### src/rtl/reset_sequencer.sv
// -----------------------------------------------------------------------------
// reset_sequencer
//   Takes the synchronized reset and a PLL lock indication and releases
//   N_STAGES downstream reset domains one at a time, lowest index first,
//   STAGE_DELAY cycles apart. The release starts only after lock has been
//   seen high for LOCK_CYCLES consecutive edges. Lock loss or a software
//   request re-asserts every output and restarts the sequence.
//
// Ports
//   clk           clock
//   reset_sync_n  async active-low reset from the reset synchronizer
//   lock_i        PLL lock, asynchronous to clk (synchronized internally)
//   sw_reset_req  single-cycle request to re-run the sequence
//   rst_out_n     active-low resets, bit k released k-th
//   seq_done      high while every stage is released
//   seq_state     0 WAIT_LOCK, 1 FILTER, 2 RELEASE, 3 DONE, 4 HOLD
// -----------------------------------------------------------------------------
module reset_sequencer #(
  parameter int N_STAGES    = 4,
  parameter int STAGE_DELAY = 16,
  parameter int LOCK_CYCLES = 8,
  parameter int HOLD_CYCLES = 32,
  parameter int SYNC_STAGE  = 2
) (
  input  logic                clk,
  input  logic                reset_sync_n,
  input  logic                lock_i,
  input  logic                sw_reset_req,
  output logic [N_STAGES-1:0] rst_out_n,
  output logic                seq_done,
  output logic [2:0]          seq_state
);

  localparam int LCW  = $clog2(LOCK_CYCLES + 1);
  localparam int DMAX = (STAGE_DELAY > HOLD_CYCLES) ? STAGE_DELAY : HOLD_CYCLES;
  localparam int DCW  = $clog2(DMAX + 1);

  localparam logic [LCW-1:0]      LOCK_LAST  = LCW'(LOCK_CYCLES - 1);
  localparam logic [LCW-1:0]      LOCK_SAT   = LCW'(LOCK_CYCLES);
  localparam logic [DCW-1:0]      STAGE_LAST = DCW'(STAGE_DELAY - 1);
  localparam logic [DCW-1:0]      HOLD_LAST  = DCW'(HOLD_CYCLES - 1);
  localparam logic [DCW-1:0]      DLY_SAT    = DCW'(DMAX);
  localparam logic [N_STAGES-1:0] ALL_REL    = {N_STAGES{1'b1}};
  localparam logic [N_STAGES-1:0] FIRST_REL  = N_STAGES'(1'b1);

  typedef enum logic [2:0] {
    WAIT_LOCK = 3'd0,
    FILTER    = 3'd1,
    RELEASE   = 3'd2,
    DONE      = 3'd3,
    HOLD      = 3'd4
  } state_t;

  state_t              state_r, state_nxt_s;
  logic [SYNC_STAGE-1:0] sync_r;
  logic                lock_s;
  logic [LCW-1:0]      lock_cnt_r, lock_cnt_nxt_s;
  logic [DCW-1:0]      dly_cnt_r, dly_cnt_nxt_s;
  logic [N_STAGES-1:0] rst_r, rst_nxt_s;
  logic                done_r, done_nxt_s;

  function automatic logic [LCW-1:0] lock_inc(input logic [LCW-1:0] v);
    if (v >= LOCK_SAT) begin
      return LOCK_SAT;
    end else begin
      return v + LCW'(1);
    end
  endfunction

  function automatic logic [DCW-1:0] dly_inc(input logic [DCW-1:0] v);
    if (v >= DLY_SAT) begin
      return DLY_SAT;
    end else begin
      return v + DCW'(1);
    end
  endfunction

  assign lock_s    = sync_r[SYNC_STAGE-1];
  assign rst_out_n = rst_r;
  assign seq_done  = done_r;
  assign seq_state = state_r;

  // Lock synchronizer: shift lock_i through SYNC_STAGE flops.
  always_ff @(posedge clk or negedge reset_sync_n) begin
    if (!reset_sync_n) begin
      sync_r <= '0;
    end else begin
      sync_r <= {sync_r[SYNC_STAGE-2:0], lock_i};
    end
  end

  // State, counter and output registers.
  always_ff @(posedge clk or negedge reset_sync_n) begin
    if (!reset_sync_n) begin
      state_r    <= WAIT_LOCK;
      lock_cnt_r <= '0;
      dly_cnt_r  <= '0;
      rst_r      <= '0;
      done_r     <= 1'b0;
    end else begin
      state_r    <= state_nxt_s;
      lock_cnt_r <= lock_cnt_nxt_s;
      dly_cnt_r  <= dly_cnt_nxt_s;
      rst_r      <= rst_nxt_s;
      done_r     <= done_nxt_s;
    end
  end

  // Next-state and next-output logic. Released stages form a thermometer
  // from bit 0, so releasing the next stage is a shift-in of a one; this
  // makes out-of-order release impossible by construction. Lock loss is
  // tested before sw_reset_req so it wins when both are present.
  always_comb begin
    state_nxt_s    = state_r;
    lock_cnt_nxt_s = lock_cnt_r;
    dly_cnt_nxt_s  = dly_cnt_r;
    rst_nxt_s      = rst_r;
    done_nxt_s     = done_r;
    case (state_r)
      WAIT_LOCK: begin
        rst_nxt_s     = '0;
        done_nxt_s    = 1'b0;
        dly_cnt_nxt_s = '0;
        if (lock_s) begin
          state_nxt_s    = FILTER;
          lock_cnt_nxt_s = LCW'(1);
        end else begin
          lock_cnt_nxt_s = '0;
        end
      end
      FILTER: begin
        if (!lock_s) begin
          state_nxt_s    = WAIT_LOCK;
          lock_cnt_nxt_s = '0;
          rst_nxt_s      = '0;
          done_nxt_s     = 1'b0;
        end else if (lock_cnt_r >= LOCK_LAST) begin
          lock_cnt_nxt_s = '0;
          dly_cnt_nxt_s  = '0;
          rst_nxt_s      = FIRST_REL;
          if (FIRST_REL == ALL_REL) begin
            state_nxt_s = DONE;
            done_nxt_s  = 1'b1;
          end else begin
            state_nxt_s = RELEASE;
          end
        end else begin
          lock_cnt_nxt_s = lock_inc(lock_cnt_r);
        end
      end
      RELEASE: begin
        if (!lock_s) begin
          state_nxt_s   = WAIT_LOCK;
          dly_cnt_nxt_s = '0;
          rst_nxt_s     = '0;
          done_nxt_s    = 1'b0;
        end else if (sw_reset_req) begin
          state_nxt_s   = HOLD;
          dly_cnt_nxt_s = '0;
          rst_nxt_s     = '0;
          done_nxt_s    = 1'b0;
        end else if (dly_cnt_r >= STAGE_LAST) begin
          dly_cnt_nxt_s = '0;
          rst_nxt_s     = (rst_r << 1) | FIRST_REL;
          if (((rst_r << 1) | FIRST_REL) == ALL_REL) begin
            state_nxt_s = DONE;
            done_nxt_s  = 1'b1;
          end else begin
            state_nxt_s = RELEASE;
          end
        end else begin
          dly_cnt_nxt_s = dly_inc(dly_cnt_r);
        end
      end
      DONE: begin
        if (!lock_s) begin
          state_nxt_s = WAIT_LOCK;
          rst_nxt_s   = '0;
          done_nxt_s  = 1'b0;
        end else if (sw_reset_req) begin
          state_nxt_s   = HOLD;
          dly_cnt_nxt_s = '0;
          rst_nxt_s     = '0;
          done_nxt_s    = 1'b0;
        end else begin
          rst_nxt_s  = ALL_REL;
          done_nxt_s = 1'b1;
        end
      end
      HOLD: begin
        rst_nxt_s  = '0;
        done_nxt_s = 1'b0;
        if (!lock_s) begin
          state_nxt_s   = WAIT_LOCK;
          dly_cnt_nxt_s = '0;
        end else if (dly_cnt_r >= HOLD_LAST) begin
          // Full filter is re-applied after a software restart.
          state_nxt_s    = FILTER;
          lock_cnt_nxt_s = '0;
          dly_cnt_nxt_s  = '0;
        end else begin
          dly_cnt_nxt_s = dly_inc(dly_cnt_r);
        end
      end
      default: begin
        state_nxt_s    = WAIT_LOCK;
        lock_cnt_nxt_s = '0;
        dly_cnt_nxt_s  = '0;
        rst_nxt_s      = '0;
        done_nxt_s     = 1'b0;
      end
    endcase
  end

endmodule

### config.mk
export PLATFORM = sky130hd
export DESIGN_NAME = reset_sequencer
export DESIGN_NICKNAME = d
export VERILOG_FILES = /design/src/rtl/reset_sequencer.sv
export SDC_FILE = /design/constraint.sdc
export NUM_CORES = 1
export LEC_CHECK = 0
export CAP_MARGIN = 20
export CORE_MARGIN = 10
export CORE_UTILIZATION = 30
export CTS_CLUSTER_DIAMETER = 100
export CTS_CLUSTER_SIZE = 10
export DETAILED_ROUTE_END_ITERATION = 6
export PLACE_DENSITY = 0.57
export SLEW_MARGIN = 15
export SYNTH_ARGS = -nofsm -noshare
export SYNTH_HDL_FRONTEND = slang
export SYNTH_SLANG_ARGS = --single-unit
### constraint.sdc
create_clock -name clk -period 2.4 [get_ports clk]
set_clock_uncertainty 0.15 [all_clocks]
set_input_delay 0.48 -clock clk [delete_from_list [all_inputs] [get_ports clk]]
set_output_delay 0.48 -clock clk [all_outputs]
set_load 0.005 [all_outputs]
Word level (Yosys, flattened, before mapping)
Index checks and enable logic that the tools add are counted.
{"block": "op_classes", "addsub": 2, "n_mul": 0, "div": 0, "order_cmp": 5, "n_eq_ne": 18, "n_shift": 0, "muxes": 46, "n_bitwise": 1, "n_reduce_logical": 7}
{"op": "2-to-1 mux 6 bit", "n": 10}
{"op": "2-to-1 mux 4 bit", "n": 12}
{"op": "2-to-1 mux 3 bit", "n": 10}
{"op": "case mux 6 bit (4 select lines)", "n": 1}
{"op": "inequality test 2 bit (second input constant)", "n": 8}
{"op": "case mux 4 bit (4 select lines)", "n": 1}
{"op": "case mux 3 bit (5 select lines)", "n": 1}
{"op": "case mux 4 bit (3 select lines)", "n": 1}
{"op": "2-to-1 mux 1 bit", "n": 9}
{"op": "inequality test 3 bit (second input constant)", "n": 3}
{"op": "inequality test 4 bit (second input constant)", "n": 2}
{"op": "adder 6 x 1 -> 6 bit (second input constant)", "n": 1}
{"op": "equality test 3 x 2 -> 1 bit (second input constant)", "n": 2}
{"op": "equality test 3 bit (second input constant)", "n": 2}
{"op": ">= comparator 6 x 4 -> 1 bit (second input constant)", "n": 1}
{"op": ">= comparator 6 x 5 -> 1 bit (second input constant)", "n": 1}
{"op": ">= comparator 6 bit (second input constant)", "n": 1}
{"op": "AND reduction 3 bit", "n": 2}
{"op": "AND reduction 5 bit", "n": 1}
{"op": "adder 4 x 1 -> 4 bit (second input constant)", "n": 1}
{"op": ">= comparator 4 x 3 -> 1 bit (second input constant)", "n": 1}
{"op": ">= comparator 4 bit (second input constant)", "n": 1}
{"op": "AND reduction 4 bit", "n": 1}
{"op": "equality test 3 x 1 -> 1 bit (second input constant)", "n": 1}
{"op": "5 further kinds", "n": 5}
{"block": "word_totals", "register_bits": 20, "latch_bits": 0, "ramBits": 0, "mem_bits_ro": 0, "inputBits": 4, "out_inout_bits": 8, "word_cells": 85, "n_memories": 0}

Longest topological paths before layout
Gate-level depths: netlist (run 1).
{"block": "logic_depth", "ltp_word": 6, "depth_mapped": 6, "depth_no_buf": 6}

Worst setup path before layout (run 1)
No wires, ideal clock.
{"block": "synth_timing", "path_kind": "reg2reg", "from": "register dly_cnt_r[0]", "to": "register state_r[0] (netlist: seq_state[0])", "setup_ps": 125, "t_arrival_ps": 1756, "required_time_ps": 2125, "setup_slack_ps": 369, "path_stages_with_launch": 7, "path_buffers": 0, "period_less_slack_ps": 2031, "cell_sequence": "dfrtp_1 -> ha_1 -> and3_1 -> or3_1 -> o21ai_4 -> nor3_1 -> mux2_2"}
{"block": "synth_via", "elab_chain_len": 3, "elab_cells_between_ends": 5, "cone_classes": "2 x order compare; 2 x eq/ne; 1 x reduce/logical"}
{"element": "start, declared", "line_no": "58", "source": "logic [DCW-1:0] dly_cnt_r, dly_cnt_nxt_s;"}
{"element": "start signal, assigned", "line_no": "103", "source": "dly_cnt_r <= dly_cnt_nxt_s;"}
{"element": ">= comparator 6 x 4 -> 1 bit or >= comparator 6 x 5 -> 1 bit (tied branches)", "line_no": "162, 196"}
{"element": "inequality test 4 bit (no source line) or inequality test 3 bit (tied branches)"}
{"element": "AND reduction 5 bit (no source line) *"}
{"element": "end signal, assigned", "line_no": "101", "source": "state_r <= state_nxt_s;"}
{"element": "end, declared", "line_no": "54", "source": "state_t state_r, state_nxt_s;"}
Mark *: on every way between the ends. The rest lies on a longest branch, timed or not.
A chain may end at the register's enable or synchronous reset.

Worst setup path in the final report (run 1)
{"block": "layout_timing", "from": "input port sw_reset_req", "to": "register state_r[1] (netlist: seq_state[1])"}
{"block": "layout_via", "elab_chain_len": 3, "elab_cells_between_ends": 6, "cone_classes": "2 x eq/ne; 3 x mux; 1 x reduce/logical"}
{"element": "start, declared", "line_no": "28", "source": "input logic sw_reset_req,"}
{"element": "2-to-1 mux 3 bit", "line_no": "157", "source": "end else if (sw_reset_req) begin"}
{"element": "2-to-1 mux 3 bit", "line_no": "152", "source": "if (!lock_s) begin"}
{"element": "case mux 3 bit (5 select lines)", "line_no": "119", "source": "case (state_r)"}
Several ways; a longest one is shown, not always the timed one.

==> summary.txt, run 1 <==
Logic synthesis
  – Post-synth cell types: 37
  – Netlist Area Pre-Place: 1080 µm²
  – Ys async rst share: 100%
  – Post-synth top flop: dfrtp_1
  – EDFF count, synth: 0
  – Post-synth net total: 120
  – Mean area per synthesized cell: 9.69 µm²
  – #FFs+latches synth: 20
  – Yosys warning total: 0
  – Seq/Total Area, Yosys: 46.1%
  – Syn Inst Count: 112

CTS
  – Clock-pin transition on the worst setup and hold timing paths: 0.11 ns
  – Max H-tree Level: 1
  – Clk buf depth: 2
  – TritonCTS sink count: 20
  – CTS Buf Count: 3
  – Worst skew pair latency: 0.30 ns
  – CTS tree: built
  – Post-CTS Setup Inserts: 0
  – Root buf cell: clkbuf_4
  – CTS Hold Buffers Added: 0
  – Post-CTS Resized: 0

Critical path
  – Nature of the critical path startpoint: input port
  – Reg2Reg Launch Point: seq_state[2]$_DFFE_PN0P_
  – CP endpoint: seq_state[1]$_DFFE_PN0P_
  – Worst Setup SP: sw_reset_req
  – RR Endpoint: seq_state[1]$_DFFE_PN0P_
  – Worst path arrival time: 2.19 ns
  – Flop-to-flop setup slack: 0.28 ns
  – Worst Path Required: 2.44 ns
  – R2r worst-path depth: 5
  – CP Max Fanout: 3
  – Endpoint class of the critical path: flop
  – CP Class: input port to flop

Cells and area
  – Filler instances: 364
  – Area grow syn2layout: 22.6%
  – Fin nets: 141
  – Final core utilization: 38.9%
  – Final Instance Area: 1330 µm²
  – Layout cell share with drive strength beyond 1: 15.9%
  – Antenna cell count: 0

Place
  – GPL Wtd Cong: 0.857
  – Placed Area: 1290 µm²
  – Hpwl dp: 1.83 mm
  – I/O Buffers: 11
  – Pre-CTS setup slack: -0.0560 ns

Route
  – Vias/cell: 5.02
  – DRT antenna net count: 0
  – WL final: 2.43 mm
  – DR vias: 894
  – Pre-antenna DRT Iters: 4
  – DRC viols: 0
  – Wire per inst: 13.6 µm
  – DRT iter0 DRCs: 38

Hold path
  – Min-delay worst type: flop to flop

Timing
  – Period utilisation layout: 89.5%
  – Final min period: 2.15 ns
  – Worst-Margin Slew: 0.394 ns
  – Final WS setup: 0.252 ns
  – Final Max Slew Viols: 0
  – Final Hold Vio Count: 0
  – RSZ-0062 raised after global routing: no
  – Final hold slack: 0.220 ns
  – Fmax: 0.466 GHz
  – # setup viols final: 0
  – Rel. slew slack: 73.6%

GRT
  – Pin count of the biggest net entering global routing: 21
  – First-pass GRT wire length: 4.32 mm
  – Initial antenna violation count: 0
  – GRT Overall Usage: 8.37%
  – Vias in the first global route: 927
  – GRT Residual Overflow: 0

Power
  – Pwr per Cell Area: 859 nW/µm²
  – Clock Power Share: 17.6%
  – Comb pwr share: 41.8%
  – Leak: 0.000597 µW
  – Switching Fraction: 36.2%
  – NetSw: 414 µW
  – Maximum VDD drop: 378 µV
  – Sequential fraction of design power: 40.7%
  – Internal power: 729 µW

Run
  – Max cap viols: 0

Floorplanning
  – Die area: 6420 µm²
  – Initial Util: 31.8%
  – Row count: 21
  – Die height: 80.1 µm
  – Core region area: 3420 µm²
  – # IOs: 12
  – Die span in x: 80.1 µm

Outcome
  – Status: completed
[critical path: stages]
cell and delay (ns):
clkdlybuf4s50_1 0.47, and4bb_4 0.23, or2b_1 0.22, o21ai_4 0.06, nor3_1 0.34, mux2_2 0.38
[layout make-up]
| type | count | area [µm²] | area share, % |
|---|---|---|---|
| tap | 46 | 57.6 | 4.33 |
| clock buffer | 4 | 36.3 | 2.73 |
| multi-input combinational | 80 | 532 | 40.0 |
| sequential | 20 | 500 | 37.6 |
| timing repair buffer | 19 | 170 | 12.8 |
| inverter | 9 | 33.8 | 2.54 |
[layout by cell type, fill, tap and decap left out, drive strengths merged]
| master | instances |
|---|---|
| dfrtp | 20 |
| nand2 | 11 |
| clkdlybuf4s50 | 11 |
| o21ai | 11 |
| inv | 9 |
| nor2 | 8 |
| buf | 8 |
| a21oi | 8 |
| nand3 | 5 |
| nor3 | 4 |
| ha | 4 |
| clkbuf | 4 |
| mux2 | 3 |
| a41o | 2 |
| or3 | 2 |
| o22ai | 2 |
| a21o | 2 |
| and4bb | 2 |
| a22o | 2 |
| and2b | 1 |
| a31oi | 1 |
| or4bb | 1 |
| and3 | 1 |
| nand2b | 1 |
| a311oi | 1 |
| or2b | 1 |
| nand4b | 1 |
| o21a | 1 |
| a31o | 1 |
| xor2 | 1 |
| a32o | 1 |
| or4b | 1 |
| nor4 | 1 |
[worst min-delay path by stage]
stage / to / slack, ns / cells past startpoint / startpoint
6_report: sync_r[1]$_DFF_PN0_ / 0.22 / 0 / sync_r[0]$_DFF_PN0_
4_1_cts: sync_r[1]$_DFF_PN0_ / 0.22 / 0 / sync_r[0]$_DFF_PN0_
3_3_place_gp: sync_r[1]$_DFF_PN0_ / 0.19 / 0 / sync_r[0]$_DFF_PN0_
5_1_grt: sync_r[1]$_DFF_PN0_ / 0.24 / 0 / sync_r[0]$_DFF_PN0_
2_1_floorplan: dly_cnt_r[0]$_DFFE_PN0P_ / 0.03 / 0 / reset_sync_n
3_5_place_dp: sync_r[1]$_DFF_PN0_ / 0.20 / 0 / sync_r[0]$_DFF_PN0_
[cells by family after synthesis]
group / count (synthesis) / synth area share [%]
AOI/OAI and AO/OA: 32 / 20.1
xor gates and xnor gates: 1 / 0.808
adders and majority gates: 4 / 4.61
buffers and inverters: 12 / 4.84
DFF: 20 / 46.1
muxes: 3 / 3.11
and+or+nand+nor: 40 / 20.4
[Yosys cell counts, drive strengths merged (2+ instances only)]
master / instances / area (µm²)
mux2: 3 / 33.8
nand3: 5 / 25.0
nor2: 8 / 30.0
nor3: 4 / 20.0
a41o: 2 / 20.0
nand2: 11 / 41.3
a21oi: 8 / 43.8
clkbuf: 2 / 7.51
and4bb: 2 / 28.8
a21o: 2 / 15.0
inv: 9 / 33.8
or3: 2 / 12.5
a22o: 2 / 18.8
ha: 4 / 50.1
o22ai: 2 / 12.5
dfrtp: 20 / 500
o21ai: 11 / 66.3
[sequential cells by signal, indices dropped and copies added, names as in the netlist]
| signal | cells |
|---|---|
| sync_r | 2 |
| rst_out_n | 4 |
| dly_cnt_r | 6 |
| lock_cnt_r | 4 |
| seq_done | 1 |
| seq_state | 3 |
[layer usage]
metal / GRT usage [%] / routed length [µm]
met5: 0 / 0
met1: 10.1 / 1110
met2: 13.2 / 1120
met3: 3.34 / 172
met4: 2.64 / 21
[power groups by stage]
stage / combinational [µW] / clock (µW) / sequential (µW)
after global placement: 476 / 0 / 468
after floorplan: 296 / 0 / 453
after CTS: 482 / 208 / 465
final: 478 / 201 / 465
after global routing: 536 / 228 / 477
after detailed placement: 478 / 0 / 472
[per-stage QoR]
step / instances / total power (µW) / setup TNS [ns]
floorplan: 112 / 748 / 0
global route: 178 / 1240 / 0
detailed placement: 174 / 950 / -0.156
global placement: 174 / 945 / -0.0765
finish: 178 / 1140 / 0
CTS: 178 / 1160 / 0
(Power assumes the default switching activity.)
==> run 2: changes to the inputs <==
--- a/config.mk
+++ b/config.mk
@@ -5,13 +5,14 @@
 export SDC_FILE = /design/constraint.sdc
 export NUM_CORES = 1
 export LEC_CHECK = 0
+export ABC_AREA = 1
 export CAP_MARGIN = 20
 export CORE_MARGIN = 10
 export CORE_UTILIZATION = 30
 export CTS_CLUSTER_DIAMETER = 100
 export CTS_CLUSTER_SIZE = 10
 export DETAILED_ROUTE_END_ITERATION = 6
-export PLACE_DENSITY = 0.57
+export PLACE_DENSITY = 0.56
 export SLEW_MARGIN = 15
 export SYNTH_ARGS = -nofsm -noshare
 export SYNTH_HDL_FRONTEND = slang
==> run 2 against run 1 <==
  * Global-route usage is 1.3 points lower
  * Combinational power is 20% higher
  * Cell area is 7.6% higher
  * Critical endpoint is now seq_state[0]
==> summary.txt, run 2 <==
Cells and area
  – Commonest non-fill, non-tap cells in the layout: nand2_1, dfrtp_1, inv_1, clkdlybuf4s50_1
  – Area grow syn2layout: 18.3%
  – Final core utilization: 36.3% (-2.6 points)
  – Largest Register: dly_cnt_r
  – Max FFs per register: 6 (unchanged)
  – Post-route insts no fill: 216 (+21%)
  – Fin nets: 175 (+24%)
  – Most common cell after layout, fill and taps aside: nand2_1
  – Antenna cell count: 0 (unchanged)
  – Layout cell share with drive strength beyond 1: 16.3% (+0.36 points)

Timing
  – Final Max Slew Viols: 0 (unchanged)
  – Worst-Margin Slew: 0.390 ns (-0.00382 ns)
  – Final min period: 1.90 ns (-0.247 ns)
  – Rel. slew slack: 74.0% (+0.38 points)
  – Total negative slack: 0 ns (unchanged)
  – Period utilisation layout: 79.2% (-10 points)
  – Final hold slack: 0.204 ns (-0.0153 ns)
  – # setup viols final: 0 (unchanged)
  – Fmax: 0.526 GHz (+13%)
  – Final Hold Vio Count: 0 (unchanged)
  – RSZ-0062 raised after global routing: no

Logic synthesis
  – Top cells by area, synth: dfrtp_1, nand2_1, inv_1
  – Area leader, netlist: dfrtp_1
  – Post-synth net total: 159 (+33%)
  – Syn Inst Count: 151 (+35%)
  – EDFF count, synth: 0 (unchanged)
  – Post-synth cell types: 26 (-30%)
  – Seq/Total Area, Yosys: 41.4% (-4.8 points)
  – Synth top area share: 41.4% (-4.8 points)
  – #FFs+latches synth: 20 (unchanged)
  – Yosys warning total: 0 (unchanged)
  – Netlist Area Pre-Place: 1210 µm² (+12%)
  – Post-synth top flop: dfrtp_1
  – Synth cell count leaders: nand2_1, dfrtp_1, inv_1
  – Mean area per synthesized cell: 8.01 µm² (-17%)
  – Cell with the most instances after synthesis: nand2_1
  – Ys async rst share: 100% (unchanged)

GRT
  – GRT Overall Usage: 7.03% (-1.3 points)
  – GRT Residual Overflow: 0 (unchanged)
  – Pin count of the biggest net entering global routing: 21 (unchanged)
  – First-pass GRT wire length: 4.20 mm (-2.9%)
  – Vias in the first global route: 972 (+4.9%)
  – Initial antenna violation count: 0 (unchanged)

Power
  – Leak: 0.000692 µW (+16%)
  – Pwr per Cell Area: 906 nW/µm² (+5.4%)
  – Maximum VDD drop: 232 µV (-39%)

Critical path
  – Worst Path Required: 1.77 ns (-0.67 ns)
  – Endpoint class of the critical path: primary output
  – Top cell family by delay on the critical path: buffers and inverters
  – CP Class: flop to primary output
  – Crit-path cells: clkdlybuf4s50_1
  – Crit path largest cell delay: 0.55 ns (+0.08 ns)
  – CP Buf/Inv Count: 1 (unchanged)
  – Nature of the critical path startpoint: flop
  – CP max stage cell: clkdlybuf4s50_1
  – Worst path arrival time: 1.27 ns (-0.92 ns)
  – CP Max Fanout: 6 (+3)

Route
  – Vias/cell: 4.45 (-11%)
  – Wire per inst: 11.1 µm (-18%)
  – WL final: 2.41 mm (-0.86%)
  – DRT iter0 DRCs: 94 (+150%)
  – DRT antenna net count: 0 (unchanged)
  – DRC viols: 0 (unchanged)
  – DR vias: 961 (+7.5%)
  – Pre-antenna DRT Iters: 4 (unchanged)

CTS
  – TritonCTS sink count: 20 (unchanged)
  – Max H-tree Level: 1 (unchanged)
  – Post-CTS Resized: 0 (unchanged)
  – Clk buf depth: 2 (unchanged)
  – CTS tree: built
  – Post-CTS Setup Inserts: 0 (unchanged)
  – Worst skew pair latency: 0.26 ns (-0.04 ns)
  – Root buf cell: clkbuf_8
  – CTS Hold Buffers Added: 0 (unchanged)
  – Clock-pin transition on the worst setup and hold timing paths: 0.08 ns (-0.03 ns)
  – CTS Buf Count: 3 (unchanged)

Place
  – Hpwl dp: 1.89 mm (+3.3%)
  – GPL Wtd Cong: 0.827 (-3.5%)
  – Placed cell count: 212 (+22%)
  – I/O Buffers: 11 (unchanged)

Floorplanning
  – # IOs: 12 (unchanged)
  – Die span in x: 83.5 µm (+4.2%)
  – Die area: 6970 µm² (+8.6%)
  – Core region area: 3940 µm² (+15%)
  – Initial Util: 30.7% (-1.1 points)
  – Die height: 83.5 µm (+4.2%)
  – Row count: 23 (+9.5%)

Hold path
  – Min-delay worst type: flop to flop

Run
  – Max cap viols: 0 (unchanged)

Outcome
  – Status: completed
==> run 2: cell count changes in the layout (fill, tap and decap cells not counted), sizes merged, moves of 3 or more <==
cell,delta
nand2,+42
inv,+13
buf,-7
nor2,+7
nand3,+6
mux2,-3
nand4,+3
o21ai,-3
==> run 2: logic make-up (layout without fill, tap and decap cells) <==
family / after synthesis / after routing / share of synthesized area (%)
buf+inv: 24 / 39 / 8.38
xor+xnor: 1 / 1 / 0.724
flops: 20 / 20 / 41.4
compound gates: 16 / 16 / 7.45
simple gates: 86 / 86 / 38.0
fa+ha+maj: 4 / 4 / 4.14
==> run 2: worst reg2reg max path: stages, from the launching register on <==
cell     delay, ns
dfrtp_1       0.42
ha_1          0.24
nand2_1       0.10
nand2_1       0.14
nand2_1       0.09
nand2_1       0.08
and2_4        0.17
o21ai_0       0.17
==> run 2: stage by stage <==
| step | power [µW] | area, µm² | worst slack [ns] |
|---|---|---|---|
| 2_1_floorplan | 869 | 1210 | 0.977 |
| 3_3_place_gp | 1040 | 1380 | 0.446 |
| 3_5_place_dp | 1050 | 1380 | 0.401 |
| 4_1_cts | 1320 | 1430 | 0.478 |
| 5_1_grt | 1410 | 1430 | 0.426 |
| 6_report | 1300 | 1430 | 0.500 |
==> run 2: cell type report <==
class / instances / area [µm²]
Fill cell: 388 / 2510
Multi-Input combinational cell: 107 / 608
Sequential cell: 20 / 500
Timing Repair Buffer: 12 / 118
Inverter: 23 / 87.6
Tap cell: 50 / 62.6
Clock buffer: 4 / 55.1
==> run 2: metal layers <==
metal / routed length (µm) / GRT usage, % / up-vias
met5: 0 / 0 / -
met2: 1210 / 12.1 / 16
met4: 27 / 2.74 / 0
li1: - / - / 498
met3: 103 / 1.66 / 4
met1: 1070 / 8.20 / 443
==> run 2: power by group <==
group	switching (µW)	internal (µW)	total, µW
clock network	112	146	259
logic	345	229	575
registers	66.0	397	463
==> run 2: path summary, 6_finish.rpt <==
kind / from / endpoint / slack, ns / depth (start not counted)
setup reg to reg: lock_cnt_r[0]$_DFFE_PN0P_ / dly_cnt_r[1]$_DFFE_PN0P_ / 0.76 / 7
setup / recovery: seq_state[0]$_DFFE_PN0P_ / seq_state[0] / 0.50 / 1
min in group asynchronous: reset_sync_n / dly_cnt_r[0]$_DFFE_PN0P_ / 0.41 / 2
hold / removal: sync_r[0]$_DFF_PN0_ / sync_r[1]$_DFF_PN0_ / 0.20 / 0
max in group asynchronous: reset_sync_n / lock_cnt_r[0]$_DFFE_PN0P_ / 1.48 / 2
hold reg to reg: sync_r[0]$_DFF_PN0_ / sync_r[1]$_DFF_PN0_ / 0.20 / 0
